**src/rtl/otp_pkg.sv**
```systemverilog
// Shared types and constants for the OTP stream sequencer and its benches.
package otp_pkg;

  localparam int OTP_BYTE_W = 8;
  localparam logic [OTP_BYTE_W-1:0] OTP_DEFAULT_KEY = 8'h27;

  typedef enum logic [2:0] {
    IDLE,
    START,
    WAIT,
    HOLD,
    RELEASE
  } seq_state_t;

endpackage

```
**src/rtl/otp_seq_watchdog.sv**
```systemverilog
// Per-byte wait counter: flags when the OTP result may be sampled and when the byte must be abandoned.
module otp_seq_watchdog #(
  parameter int SETTLE_CYCLES  = 2,
  parameter int TIMEOUT_CYCLES = 16
) (
  input  logic clk,
  input  logic reset,
  input  logic clr,
  input  logic en,
  output logic settled,
  output logic expired
);

  localparam int W = $clog2(TIMEOUT_CYCLES + 1);

  logic [W-1:0] cnt;

  always_ff @(posedge clk) begin
    if (reset || clr) begin
      cnt <= '0;
    end else if (en && !expired) begin
      cnt <= cnt + W'(1);
    end
  end

  assign settled = (cnt >= W'(SETTLE_CYCLES));
  assign expired = (cnt == W'(TIMEOUT_CYCLES));

endmodule

```
**src/rtl/otp_stream_sequencer.sv**
```systemverilog
// Drives one start/done transaction per byte into the OTP stage and forwards results downstream.
// Define OTP_STREAM_SEQUENCER_CHECKSUM_EN to build the running XOR checksum of delivered bytes.
//
// state   | meaning
// IDLE    | ready for an upstream byte
// START   | first cycle of enc_start
// WAIT    | enc_start held, waiting for enc_done or timeout
// HOLD    | result presented downstream, enc_start low
// RELEASE | one cycle with enc_start low so the OTP lock clears
module otp_stream_sequencer
  import otp_pkg::*;
#(
  parameter int SETTLE_CYCLES  = 2,
  parameter int TIMEOUT_CYCLES = 16,
  parameter int CNT_W          = 16
) (
  input  logic                  clk,
  input  logic                  reset,
  input  logic [OTP_BYTE_W-1:0] in_data,
  input  logic                  in_valid,
  output logic                  in_ready,
  output logic [OTP_BYTE_W-1:0] enc_input_data,
  output logic                  enc_start,
  input  logic                  enc_done,
  input  logic [OTP_BYTE_W-1:0] enc_output_data,
  output logic [OTP_BYTE_W-1:0] out_data,
  output logic                  out_valid,
  input  logic                  out_ready,
  output logic                  busy,
  output logic                  timeout_err,
  output logic [CNT_W-1:0]      byte_count,
  output logic [OTP_BYTE_W-1:0] chk_xor
);

  seq_state_t state, next_state;
  logic hs_in, hs_out, capture, drop;
  logic wd_clr, wd_en, settled, expired;

  otp_seq_watchdog #(
    .SETTLE_CYCLES (SETTLE_CYCLES),
    .TIMEOUT_CYCLES(TIMEOUT_CYCLES)
  ) u_watchdog (
    .clk    (clk),
    .reset  (reset),
    .clr    (wd_clr),
    .en     (wd_en),
    .settled(settled),
    .expired(expired)
  );

  always_comb begin
    next_state = state;
    hs_in      = 1'b0;
    hs_out     = 1'b0;
    capture    = 1'b0;
    drop       = 1'b0;
    wd_clr     = 1'b0;
    wd_en      = 1'b0;
    case (state)
      IDLE: begin
        if (in_valid && in_ready) begin
          hs_in      = 1'b1;
          wd_clr     = 1'b1;
          next_state = START;
        end
      end
      START: begin
        wd_en      = 1'b1;
        next_state = WAIT;
      end
      WAIT: begin
        wd_en = 1'b1;
        // capture wins over a timeout landing in the same cycle
        if (settled && enc_done) begin
          capture    = 1'b1;
          next_state = HOLD;
        end else if (expired) begin
          drop       = 1'b1;
          next_state = RELEASE;
        end
      end
      HOLD: begin
        if (out_valid && out_ready) begin
          hs_out     = 1'b1;
          next_state = RELEASE;
        end
      end
      RELEASE: next_state = IDLE;
      default: next_state = IDLE;
    endcase
  end

  // Control outputs are registered from next_state so they stay low throughout reset.
  always_ff @(posedge clk) begin
    if (reset) begin
      state          <= IDLE;
      in_ready       <= 1'b0;
      enc_start      <= 1'b0;
      busy           <= 1'b0;
      enc_input_data <= '0;
      out_data       <= '0;
      out_valid      <= 1'b0;
      timeout_err    <= 1'b0;
      byte_count     <= '0;
    end else begin
      state     <= next_state;
      in_ready  <= (next_state == IDLE);
      enc_start <= (next_state == START) || (next_state == WAIT);
      busy      <= (next_state != IDLE);
      if (hs_in) begin
        enc_input_data <= in_data;
      end
      if (capture) begin
        out_data  <= enc_output_data;
        out_valid <= 1'b1;
      end
      if (hs_out) begin
        out_valid  <= 1'b0;
        byte_count <= byte_count + CNT_W'(1);
      end
      if (drop) begin
        timeout_err <= 1'b1;
      end
    end
  end

`ifdef OTP_STREAM_SEQUENCER_CHECKSUM_EN
  logic [OTP_BYTE_W-1:0] chk_q;

  always_ff @(posedge clk) begin
    if (reset) begin
      chk_q <= '0;
    end else if (hs_out) begin
      chk_q <= chk_q ^ out_data;
    end
  end

  assign chk_xor = chk_q;
`else
  assign chk_xor = '0;
`endif

endmodule

```
**config.mk**
```make
export PLATFORM = sky130hd
export DESIGN_NAME = otp_stream_sequencer
export DESIGN_NICKNAME = d
export VERILOG_FILES = /design/src/rtl/otp_pkg.sv /design/src/rtl/otp_seq_watchdog.sv /design/src/rtl/otp_stream_sequencer.sv
export SDC_FILE = /design/constraint.sdc
export NUM_CORES = 1
export LEC_CHECK = 0
export BUFFER_PORTS_ARGS = -buffer_cell sky130_fd_sc_hd__buf_2
export CAP_MARGIN = 20
export CORE_ASPECT_RATIO = 1.2
export CORE_MARGIN = 2
export CORE_UTILIZATION = 50
export DETAILED_ROUTE_END_ITERATION = 8
export GPL_TIMING_DRIVEN = 0
export PLACE_DENSITY = 0.79
export SYNTH_ARGS = -nofsm -noshare
export SYNTH_HDL_FRONTEND = slang
export SYNTH_SLANG_ARGS = --single-unit
```
**constraint.sdc**
```tcl
create_clock -name clk -period 2.1 [get_ports clk]
set_clock_uncertainty 0.1 [all_clocks]
set_input_delay 0.21 -clock clk [delete_from_list [all_inputs] [get_ports clk]]
set_output_delay 0.21 -clock clk [all_outputs]
set_load 0.01 [all_outputs]
```
# Yosys cells after proc, flatten, opt, wreduce, memory -nomap -nowiden
# Index checks and enable logic that the tools add are counted.
# word_totals
latch_bits	0
regBits	45
output_inout_bits	45
word_cells	46
romBits	0
inputBits	21
memories	0
ramBits	0
# classes
multipliers	0
muxes	15
shifts	0
eq_ne	6
magnitude_cmp	1
div_mod_pow	0
bitwise	0
n_reduce_logical	12
n_addsub	2
# ops
cell	n
16-bit by 1-bit adder with 16-bit output, second input constant	1
3-bit 2-to-1 mux	4
3-bit one-hot mux with 4 select lines	1
1-bit 2-to-1 mux	10
3-bit by 2-bit == test with 1-bit output, second input constant	3
3-bit by 1-bit == test with 1-bit output, second input constant	2
3-bit zero test	2
5-bit by 1-bit adder with 5-bit output, second input constant	1
5-bit == test, second input constant	1
5-bit by 2-bit >= comparator with 1-bit output, second input constant	1
1-bit logical AND	4
2-bit OR reduction	2
3-bit nonzero test	1
1-bit logical OR	2
1-bit zero test	1

# Depth between registers and ports, before layout
# Gate-level depths: netlist of run 1.
# depth
word_depth	6
ltp_mapped	6
mapped_depth_nobuf	6

# Cells and area by module
# From an unflattened synthesis of run 1, not the netlist that was laid out.
# unflattened
cells_unflattened	218
hier_area_um2	1976.9
# by_module_without_submodules
mod	instances	cells_per_inst	seq_area_each_um2	area_each_um2
otp_stream_sequencer	1	186	800.8	1700.4
otp_seq_watchdog	1	32	100.1	276.5

# Worst setup path before layout of run 1
# Ideal clock, no wire load.
# synth_path
path_kind	reg2reg
from	register u_watchdog.cnt[1]
to	register out_data[0]
path_slack_ns	0.437
synth_period_minus_slack_ns	1.663
t_required_ns	1.875
t_arrival_ns	1.439
path_stages_with_launch	6
path_buffers	1
setup_ns	0.125
path_cell_list	dfxtp_1 or4_4 o2111ai_2 buf_6 mux2i_1 nor2_1
# synth_between
elab_chain_cells	4
# synth_lines
element	line	source
from (decl)	otp_seq_watchdog.sv:16	logic [W-1:0] cnt;
from (signal assigned)	otp_seq_watchdog.sv:22	cnt <= cnt + W'(1);
5-bit by 2-bit >= comparator with 1-bit output	otp_seq_watchdog.sv:26	assign settled = (cnt >= W'(SETTLE_CYCLES));
1-bit logical AND	otp_stream_sequencer.sv:74	if (settled && enc_done) begin
1-bit 2-to-1 mux	otp_stream_sequencer.sv:74	
1-bit 2-to-1 mux	otp_stream_sequencer.sv:59	case (state)
to (signal assigned)	otp_stream_sequencer.sv:114	out_data <= enc_output_data;
to (decl)	otp_stream_sequencer.sv:26	output logic [OTP_BYTE_W-1:0] out_data,
# Every way passes these cells.
# A chain may end at the register's enable or synchronous reset.

# Worst setup path after layout of run 1
# layout_path
from	register u_watchdog.cnt[1]
to	register out_data[1]
# The elaborated chain is that of the path after synthesis.

==> summary.txt, run 1 <==
Outcome
  • Status: completed

CTS
  • H-tree Lvls: 2
  • Bufs on Longest Clock Path: 2
  • Worst-path clk slew: 0.08 ns
  • Clk sinks: 45
  • CTS tree: yes
  • Hold_buf cts: 0
  • Number of post-CTS setup repair buffers: 0
  • Post-CTS sizing: 0
  • Root Driver: clkbuf_8
  • TritonCTS buffer count: 5
  • Clock Latency Late Sink: 0.30 ns

Synth
  • Mapped Area: 2050 µm²
  • Post-synthesis sequential area ratio: 44.0%
  • Syn_area_per_cell: 9.48 µm²
  • Yosys top cell by area: dfxtp_1
  • Post-synth EDFFs: 0
  • Count of cell types in the netlist: 39
  • Async SR Flop Fraction: 0%
  • Warnings, synthesis: 0
  • Post-synth top area share: 44.0%
  • Synth Register Bits: 45
  • Cells after Synth: 216
  • Ys flop type: dfxtp_1
  • Cells taking the most area after synthesis: dfxtp_1 (44%), mux2i_1 (8.3%), nor2_1 (6.6%)

Routing
  • Vias/cell: 4.89
  • Mean routed wirelength per cell: 11.9 µm
  • Post-route ant nets: 0
  • Metal3 WL: 237 µm
  • Top layer in use: met4
  • Vias: 1673
  • Wire length on met1: 1670 µm
  • Pre-antenna DRT Iters: 4
  • 1st-iter DRT viols: 78
  • DRC: 0
  • Post-Route WL: 4060 µm
  • Metal2 WL: 2080 µm

Power
  • VDD IR max: 462 µV
  • NetSw: 384 µW
  • Sw Share: 22.7%
  • Power share of the clock group: 38.3%
  • Int Power: 1310 µW
  • Comb power frac: 9.4%
  • PwrDens: 665 nW/µm²
  • Sequential Power Share: 52.3%
  • Leakage: 0.00117 µW

Finish
  • Layout cells sized above 1: 30.6%
  • Commonest non-fill, non-tap cell in the layout: buf_2
  • Syn-to-layout area delta: 23.9%
  • ANT cells: 0
  • Fin nets: 312
  • Commonest cells after routing, fill and taps aside: buf_2 (59), dfxtp_1 (45), nor2_1 (36), mux2i_1 (17), a21oi_1 (12)

Setup path
  • Crit-path max cell delay: 0.55 ns
  • Crit path max fanout: 10
  • Crit-path cells: or4_4, o2111ai_2, buf_6, mux2i_1, nor2_1
  • CP Class: reg2reg
  • CP max stage cell: or4_4
  • Delay-heaviest family, CP: simple AND/OR/NAND/NOR gates
  • Startpoint types: flip-flop
  • Crit path capture type: flip-flop
  • CP arrival: 1.87 ns
  • Worst Path Buf+Inv: 1
  • CP required: 2.19 ns

Placed design
  • HPWL after DPL: 3090 µm
  • RePlAce Congestion: 0.860
  • I/O Buffers: 57

Timing
  • Final setup fails: 0
  • Fin crit share: 85.0%
  • Final Hold Slack: 0.0212 ns
  • RSZ-0062 raised after global routing: false
  • Max Transition Viols Final: 0
  • Setup TNS Final: 0 ns
  • Fin crit period: 1.79 ns
  • Hold Vio Cnt, Final: 0
  • Max Clock Freq: 560 MHz

Floorplan
  • Die area: 4630 µm²
  • Starting density of the core: 52.0%
  • Core area: 3940 µm²
  • Die width: 62.4 µm
  • Rows: 25
  • I/O pin count: 66
  • Die Y: 74.1 µm

Global route
  • Initial antenna violation count: 0
  • Number of global-route vias before repair: 1528
  • GRT Total Usage: 18.1%
  • Global route overflow: 0
  • First-pass GRT wire length: 6620 µm
  • Largest net degree at the start of global routing: 15

Flow run
  • Max_cap viols: 0

Min path
  • Worst hold-check path type: in2reg
==> flip-flops by register name, indices dropped and copies added, names as in the netlist <==
name / cells
enc_start: 1
in_ready: 1
timeout_err: 1
state: 3
out_valid: 1
busy: 1
byte_count: 16
out_data: 8
u_watchdog.cnt: 5
enc_input_data: 8
==> layer usage <==
| layer | track usage [%] | vias up |
|---|---|---|
| met5 | 0 | - |
| met1 | 20.7 | 753 |
| met4 | 8.64 | 0 |
| li1 | - | 870 |
| met3 | 4.54 | 6 |
| met2 | 32.4 | 44 |
==> synthesized netlist by cell type (2+ instances only) <==
cell	instances
mux2i_1	17
ha_1	4
nor2_1	36
xnor2_1	9
inv_1	6
nand3_1	7
clkbuf_8	3
buf_6	3
or2_2	2
nor3_1	5
nand2_1	5
xor2_1	5
and4_1	2
dfxtp_1	45
or3_1	6
a21oi_1	12
buf_4	9
a211oi_1	2
nand4_1	4
nor4_1	2
and3_1	3
buf_2	2
and4b_1	2
nor4b_1	3
o21ai_0	8
==> final cells by class <==
| cell class | instances | area, µm² |
|---|---|---|
| Buffer | 19 | 165 |
| Clock buffer | 6 | 72.6 |
| Clock inverter | 2 | 38.8 |
| Fill cell | 366 | 1400 |
| Inverter | 6 | 22.5 |
| Multi-Input combinational cell | 153 | 986 |
| Sequential cell | 45 | 901 |
| Tap cell | 54 | 67.6 |
| Timing Repair Buffer | 57 | 285 |
==> kinds of logic (layout without fill, tap and decap cells) <==
family	Yosys count	after routing	synth area share (%)
buffers and inverters	25	90	9.16
XOR/XNOR	14	14	5.99
adder cells (fa/ha/maj)	4	4	2.44
flip-flops	45	45	44.0
AO/OA/AOI/OAI	25	25	7.09
multiplexers	17	17	8.31
other	1	8	0.183
AND/OR/NAND/NOR	85	85	22.8
==> worst paths after layout <==
path | start | to | slack (ns) | depth (start not counted)
min | reset | busy$_SDFF_PP0_ | 0.02 | 2
max reg2reg | u_watchdog.cnt[1]$_SDFFE_PP0P_ | out_data[1]$_SDFFE_PP0P_ | 0.31 | 5
max | u_watchdog.cnt[1]$_SDFFE_PP0P_ | out_data[1]$_SDFFE_PP0P_ | 0.31 | 5
min reg2reg | byte_count[15]$_SDFFE_PP0P_ | byte_count[15]$_SDFFE_PP0P_ | 0.39 | 2
==> worst reg2reg max path: stages, from the launching register on <==
cell and delay (ns):
dfxtp_1 0.37, or4_4 0.56, o2111ai_2 0.20, buf_6 0.19, mux2i_1 0.21, nor2_1 0.05
==> power groups by stage <==
stage | registers (µW) | logic, µW | clock network [µW]
finish | 884 | 159 | 647
global route | 887 | 177 | 704
CTS | 884 | 160 | 669
detailed placement | 903 | 160 | 0
global placement | 903 | 156 | 0
floorplan | 910 | 99.4 | 0
==> through the flow <==
step                      setup WS [ns]  util (%)  power (µW)  std cells  instance area (µm²)
after floorplan                   0.437         -        1010        223                 2070
after global placement            0.326      61.6        1060        334                 2430
after detailed placement          0.311      61.6        1060        334                 2430
after CTS                         0.304      64.4        1710        342                 2540
after global routing              0.204      64.4        1770        342                 2540
final                             0.315      64.4        1690        342                 2540
Power figures use the tool's default switching activity.
==> inputs of run 2 (changes only) <==
- REMOVE_ABC_BUFFERS: default -> 1
==> summary.txt, run 2 (synthesized netlist as in run 1, its figures left out) <==
Timing
  • Worst slew margin: 48.4%
  • Measured slew at the worst slew-check pin: 0.767 ns
  • RSZ-0062 raised after global routing: false
  • Hold Vio Cnt, Final: 0
  • Max Transition Viols Final: 0
  • Fin crit period: 1.93 ns
  • Final setup fails: 0
  • Setup TNS Final: 0 ns
  • Fin crit share: 91.8%
  • Max Clock Freq: 519 MHz

Routing
  • Post-route ant nets: 0
  • Vias/cell: 5.03
  • Mean routed wirelength per cell: 11.8 µm
  • DRC: 0
  • Pre-antenna DRT Iters: 5
  • Vias: 1630
  • Post-Route WL: 3840 µm
  • 1st-iter DRT viols: 64

Setup path
  • Startpoint types: flip-flop
  • Crit-path cells: or4_4, o2111ai_4, mux2i_1, nor2_1
  • Crit path max fanout: 10
  • CP required: 2.16 ns
  • Crit-path max cell delay: 0.58 ns
  • CP max stage cell: or4_4
  • CP Class: reg2reg
  • Crit path capture type: flip-flop
  • CP arrival: 1.99 ns

Floorplan
  • Die width: 62.4 µm
  • I/O pin count: 66
  • Starting density of the core: 52.0%
  • Rows: 25
  • Die area: 4630 µm²
  • Core area: 3940 µm²
  • Die Y: 74.1 µm

Placed design
  • Dpl cell area: 2280 µm²
  • HPWL after DPL: 2780 µm
  • I/O Buffers: 57
  • RePlAce Congestion: 0.827

Global route
  • Met3 Track Usage GR: 5.90%
  • Met1 Usage GRT: 19.7%
  • Largest net degree at the start of global routing: 40
  • Met2 usage: 30.3%
  • Initial antenna violation count: 0
  • First-pass GRT wire length: 6410 µm
  • GRT Total Usage: 17.3%
  • Global route overflow: 0
  • Busiest grt layer: met2
  • Number of global-route vias before repair: 1511

Min path
  • Worst hold-check path type: in2reg

CTS
  • TritonCTS buffer count: 5
  • Hold_buf cts: 0
  • CTS tree: yes
  • Clock Latency Late Sink: 0.30 ns
  • Worst-path clk slew: 0.08 ns
  • Root Driver: clkbuf_8
  • Clk sinks: 45
  • H-tree Lvls: 2
  • Post-CTS sizing: 0
  • Bufs on Longest Clock Path: 2
  • Number of post-CTS setup repair buffers: 0

Finish
  • Fin area: 2370 µm²
  • Largest register FFs: 16
  • Layout cells sized above 1: 27.0%
  • Top reg by flops: byte_count
  • Fin nets: 294
  • ANT cells: 0
  • Commonest non-fill, non-tap cell in the layout: buf_2
  • Syn-to-layout area delta: 15.9%
  • Top Registers: byte_count x16, enc_input_data x8, out_data x8
  • Number of fill cells in the layout: 377
  • Commonest cells after routing, fill and taps aside: buf_2 (57), dfxtp_1 (45), nor2_1 (36), mux2i_1 (17), a21oi_1 (12)

Power
  • Leakage: 0.00105 µW
  • PwrDens: 648 nW/µm²
  • Total power: 1540 µW
  • VDD IR max: 478 µV

Flow run
  • Max_cap viols: 0

Outcome
  • Status: completed
run 2: final timing paths:
path | slack [ns] | to | from | depth (start not counted)
worst max-delay path | 0.17 | out_data[5]$_SDFFE_PP0P_ | u_watchdog.cnt[1]$_SDFFE_PP0P_ | 4
worst max register to register | 0.17 | out_data[5]$_SDFFE_PP0P_ | u_watchdog.cnt[1]$_SDFFE_PP0P_ | 4
worst min-delay path | 0.04 | out_data[6]$_SDFFE_PP0P_ | enc_output_data[6] | 3
worst min register to register | 0.39 | byte_count[15]$_SDFFE_PP0P_ | byte_count[15]$_SDFFE_PP0P_ | 2
run 2: layout make-up:
class	instances	area (µm²)	area share, %
repair buffers	58	293	12.3
inverters	6	22.5	0.948
clock buffers	6	72.6	3.06
well taps	54	67.6	2.85
flip-flops and latches	45	901	37.9
clock inverters	2	15.0	0.632
multi-input cells	153	1000	42.3
run 2: per-stage QoR:
stage          hold slack [ns]  util [%]  std cells  setup slack (ns)
2_1_floorplan            0.179         -        204            -0.243
3_3_place_gp             0.339      57.4        315            -0.775
3_5_place_dp             0.352      57.7        316            0.0124
4_1_cts                 0.0376      60.0        324           0.00576
5_1_grt                 0.0392      60.3        324            0.0361
6_report                0.0404      60.3        324             0.173
run 2: metal layers:
layer  part of all wire [%]  wire (µm)
met1                     43       1640
met2                     49       1860
met3                    7.0        269
met4                    1.6         61
met5                      0          0
run 2: power by group:
part | internal, µW | switching (µW) | total [µW]
combinational | 56.3 | 73.5 | 130
sequential | 873 | 16.6 | 889
clock | 234 | 285 | 520
run 2: critical path, delay by kind of cell (launching register included):
| kind | cells | cell delay [ns] |
|---|---|---|
| DFF | 1 | 0.37 |
| and+or+nand+nor | 2 | 0.64 |
| AOI/OAI and AO/OA | 1 | 0.44 |
| muxes | 1 | 0.24 |
==> inputs of run 3 (changes only) <==
- ABC_AREA: default -> 1
- BUFFER_PORTS_ARGS: -buffer_cell sky130_fd_sc_hd__buf_2 -> -buffer_cell sky130_fd_sc_hd__clkbuf_2
- CORE_UTILIZATION: 50 -> 51
==> summary.txt, run 3 <==
Finish
  • Commonest cells after routing, fill and taps aside: nand2_1 (63), clkbuf_2 (57), nor2_1 (47), dfxtp_1 (45), inv_1 (38)
  • Syn-to-layout area delta: 17.9%
  • Commonest non-fill, non-tap cell in the layout: nand2_1
  • ANT cells: 0
  • Largest register FFs: 16
  • Top Registers: byte_count x16, enc_input_data x8, out_data x8
  • Top reg by flops: byte_count
  • Fin nets: 390
  • Fin area: 2570 µm²
  • Layout cells sized above 1: 22.4%

CTS
  • Hold_buf cts: 0
  • Clock Latency Late Sink: 0.29 ns
  • Root Driver: clkbuf_8
  • Clk sinks: 45
  • Number of post-CTS setup repair buffers: 0
  • Bufs on Longest Clock Path: 2
  • H-tree Lvls: 2
  • CTS tree: yes
  • Worst-path clk slew: 0.08 ns
  • Post-CTS sizing: 0
  • TritonCTS buffer count: 5

Timing
  • Fin crit share: 81.9%
  • Final setup fails: 0
  • Setup TNS Final: 0 ns
  • Worst slew margin: 59.5%
  • Max Clock Freq: 582 MHz
  • Max Transition Viols Final: 0
  • Measured slew at the worst slew-check pin: 0.606 ns
  • RSZ-0062 raised after global routing: false
  • Hold Vio Cnt, Final: 0
  • Fin crit period: 1.72 ns

Flow run
  • Max_cap viols: 0

Setup path
  • Startpoint types: flip-flop
  • Worst r2r path cells: 5
  • Crit Reg-Reg Endpoint: byte_count[9]$_SDFFE_PP0P_
  • CP required: 2.19 ns
  • CP arrival: 1.81 ns
  • Crit path max fanout: 13
  • Crit-path max cell delay: 0.42 ns
  • Crit-path cells: nand3_1, nor2_2, nand4_1, o21ai_0, nor2_1
  • R2r setup slk: 0.38 ns
  • Worst R2R Start: state[0]$_SDFF_PP0_
  • Crit path capture type: flip-flop
  • CP max stage cell: nor2_2
  • CP Class: reg2reg

Global route
  • Largest net degree at the start of global routing: 24
  • Initial antenna violation count: 0
  • First-pass GRT wire length: 8000 µm
  • GRT Total Usage: 21.0%
  • Global route overflow: 0
  • Number of global-route vias before repair: 1874

Routing
  • DRC: 0
  • Vias: 2060
  • 1st-iter DRT viols: 111
  • Post-Route WL: 4720 µm
  • Vias/cell: 4.88
  • Post-route ant nets: 0
  • Pre-antenna DRT Iters: 4
  • Mean routed wirelength per cell: 11.2 µm

Placed design
  • Dpl cell area: 2450 µm²
  • HPWL after DPL: 3530 µm
  • I/O Buffers: 57
  • RePlAce Congestion: 0.810

Min path
  • Worst hold-check path type: in2reg
  • Hold EP: out_data[2]$_SDFFE_PP0P_
  • HP Start: enc_output_data[2]
  • Cells on Worst Hold Path: 3

Synth
  • Mapped Area: 2180 µm²
  • Most instantiated cells after synthesis: nand2_1 (63), nor2_1 (47), dfxtp_1 (45)
  • Syn_area_per_cell: 7.05 µm²
  • Post-synth top area share: 41.4%
  • Async SR Flop Fraction: 0%
  • Post-synthesis sequential area ratio: 41.4%
  • Yosys top cell by area: dfxtp_1
  • Warnings, synthesis: 0
  • Post-synth EDFFs: 0
  • Count of cell types in the netlist: 30
  • Ys flop type: dfxtp_1
  • Synth Register Bits: 45
  • Most common cell in the netlist: nand2_1
  • Cells taking the most area after synthesis: dfxtp_1 (41%), nand2_1 (11%), nor2_1 (8.1%)
  • Cells after Synth: 309

Floorplan
  • Core area: 4200 µm²
  • Die area: 4810 µm²
  • Die Y: 75.6 µm
  • Die width: 63.7 µm
  • Starting density of the core: 51.9%
  • Rows: 26
  • I/O pin count: 66

Outcome
  • Status: completed

Power
  • VDD IR max: 381 µV
  • PwrDens: 715 nW/µm²
  • Leakage: 0.00118 µW
==> run 3: changes by cell type after synthesis, moves of 4 or more <==
cell     change
a21oi_1      +9
inv_1       +32
mux2i_1     -17
nand2_1     +58
nand2_2      +4
nand3_1     +14
nor2_1      +11
o21ai_0     +11
or3_1        -6
xnor2_1      -9
==> run 3: layer usage <==
layer | global-route usage (%) | part of all wire (%)
met5 | 0 | 0
met4 | 9.18 | 2.1
met3 | 4.43 | 5.6
met2 | 38.5 | 48
met1 | 24.1 | 44
==> run 3: power breakdown <==
group	internal, µW	switching [µW]	total [µW]
logic	84.5	157	241
registers	896	26.6	923
clock network	388	284	672
==> run 3: final cells by class <==
type                    count  area, µm²
clock buffers               7       86.3
clock inverters             1       30.0
fillers                   392       1630
inverters                  41        156
multi-input cells         215       1040
flip-flops and latches     45        901
well taps                  56       70.1
repair buffers             57        285
==> run 3: how the worst max path moves through the flow <==
stage,startpoint,endpoint,slack [ns],depth (start not counted)
CTS,state[0]$_SDFF_PP0_,byte_count[9]$_SDFFE_PP0P_,0.35,5
floorplan,u_watchdog.cnt[0]$_SDFFE_PP0P_,busy$_SDFF_PP0_,0.65,10
global route,state[2]$_SDFF_PP0_,byte_count[7]$_SDFFE_PP0P_,0.18,6
finish,state[0]$_SDFF_PP0_,byte_count[9]$_SDFFE_PP0P_,0.38,5
global placement,reset,u_watchdog.cnt[1]$_SDFFE_PP0P_,0.31,4
detailed placement,reset,u_watchdog.cnt[1]$_SDFFE_PP0P_,0.32,4
==> run 3: kinds of logic after synthesis <==
group                      share of synthesized area (%)
adders and majority gates                           2.30
buffers and inverters                               12.1
DFF                                                 41.4
other                                              0.172
and+or+nand+nor                                     31.5
AOI/OAI and AO/OA                                   11.8
xor gates and xnor gates                           0.804
==> run 3: critical path, delay by kind of cell, from the launching register on <==
| kind | cells | cell delay, ns |
|---|---|---|
| AOI/OAI and AO/OA | 1 | 0.23 |
| and+or+nand+nor | 4 | 0.89 |
| DFF | 1 | 0.40 |
==> run 3: through the flow <==
step,cells,power (µW),hold slack [ns],util (%),worst slack [ns]
6_report,422,1840,0.0602,61.2,0.381
5_1_grt,422,1930,0.0576,61.2,0.179
4_1_cts,422,1860,0.0514,61.2,0.354
3_5_place_dp,414,1190,0.350,58.4,0.319
3_3_place_gp,414,1180,0.336,58.4,0.315
2_1_floorplan,301,1090,0.172,-,0.651
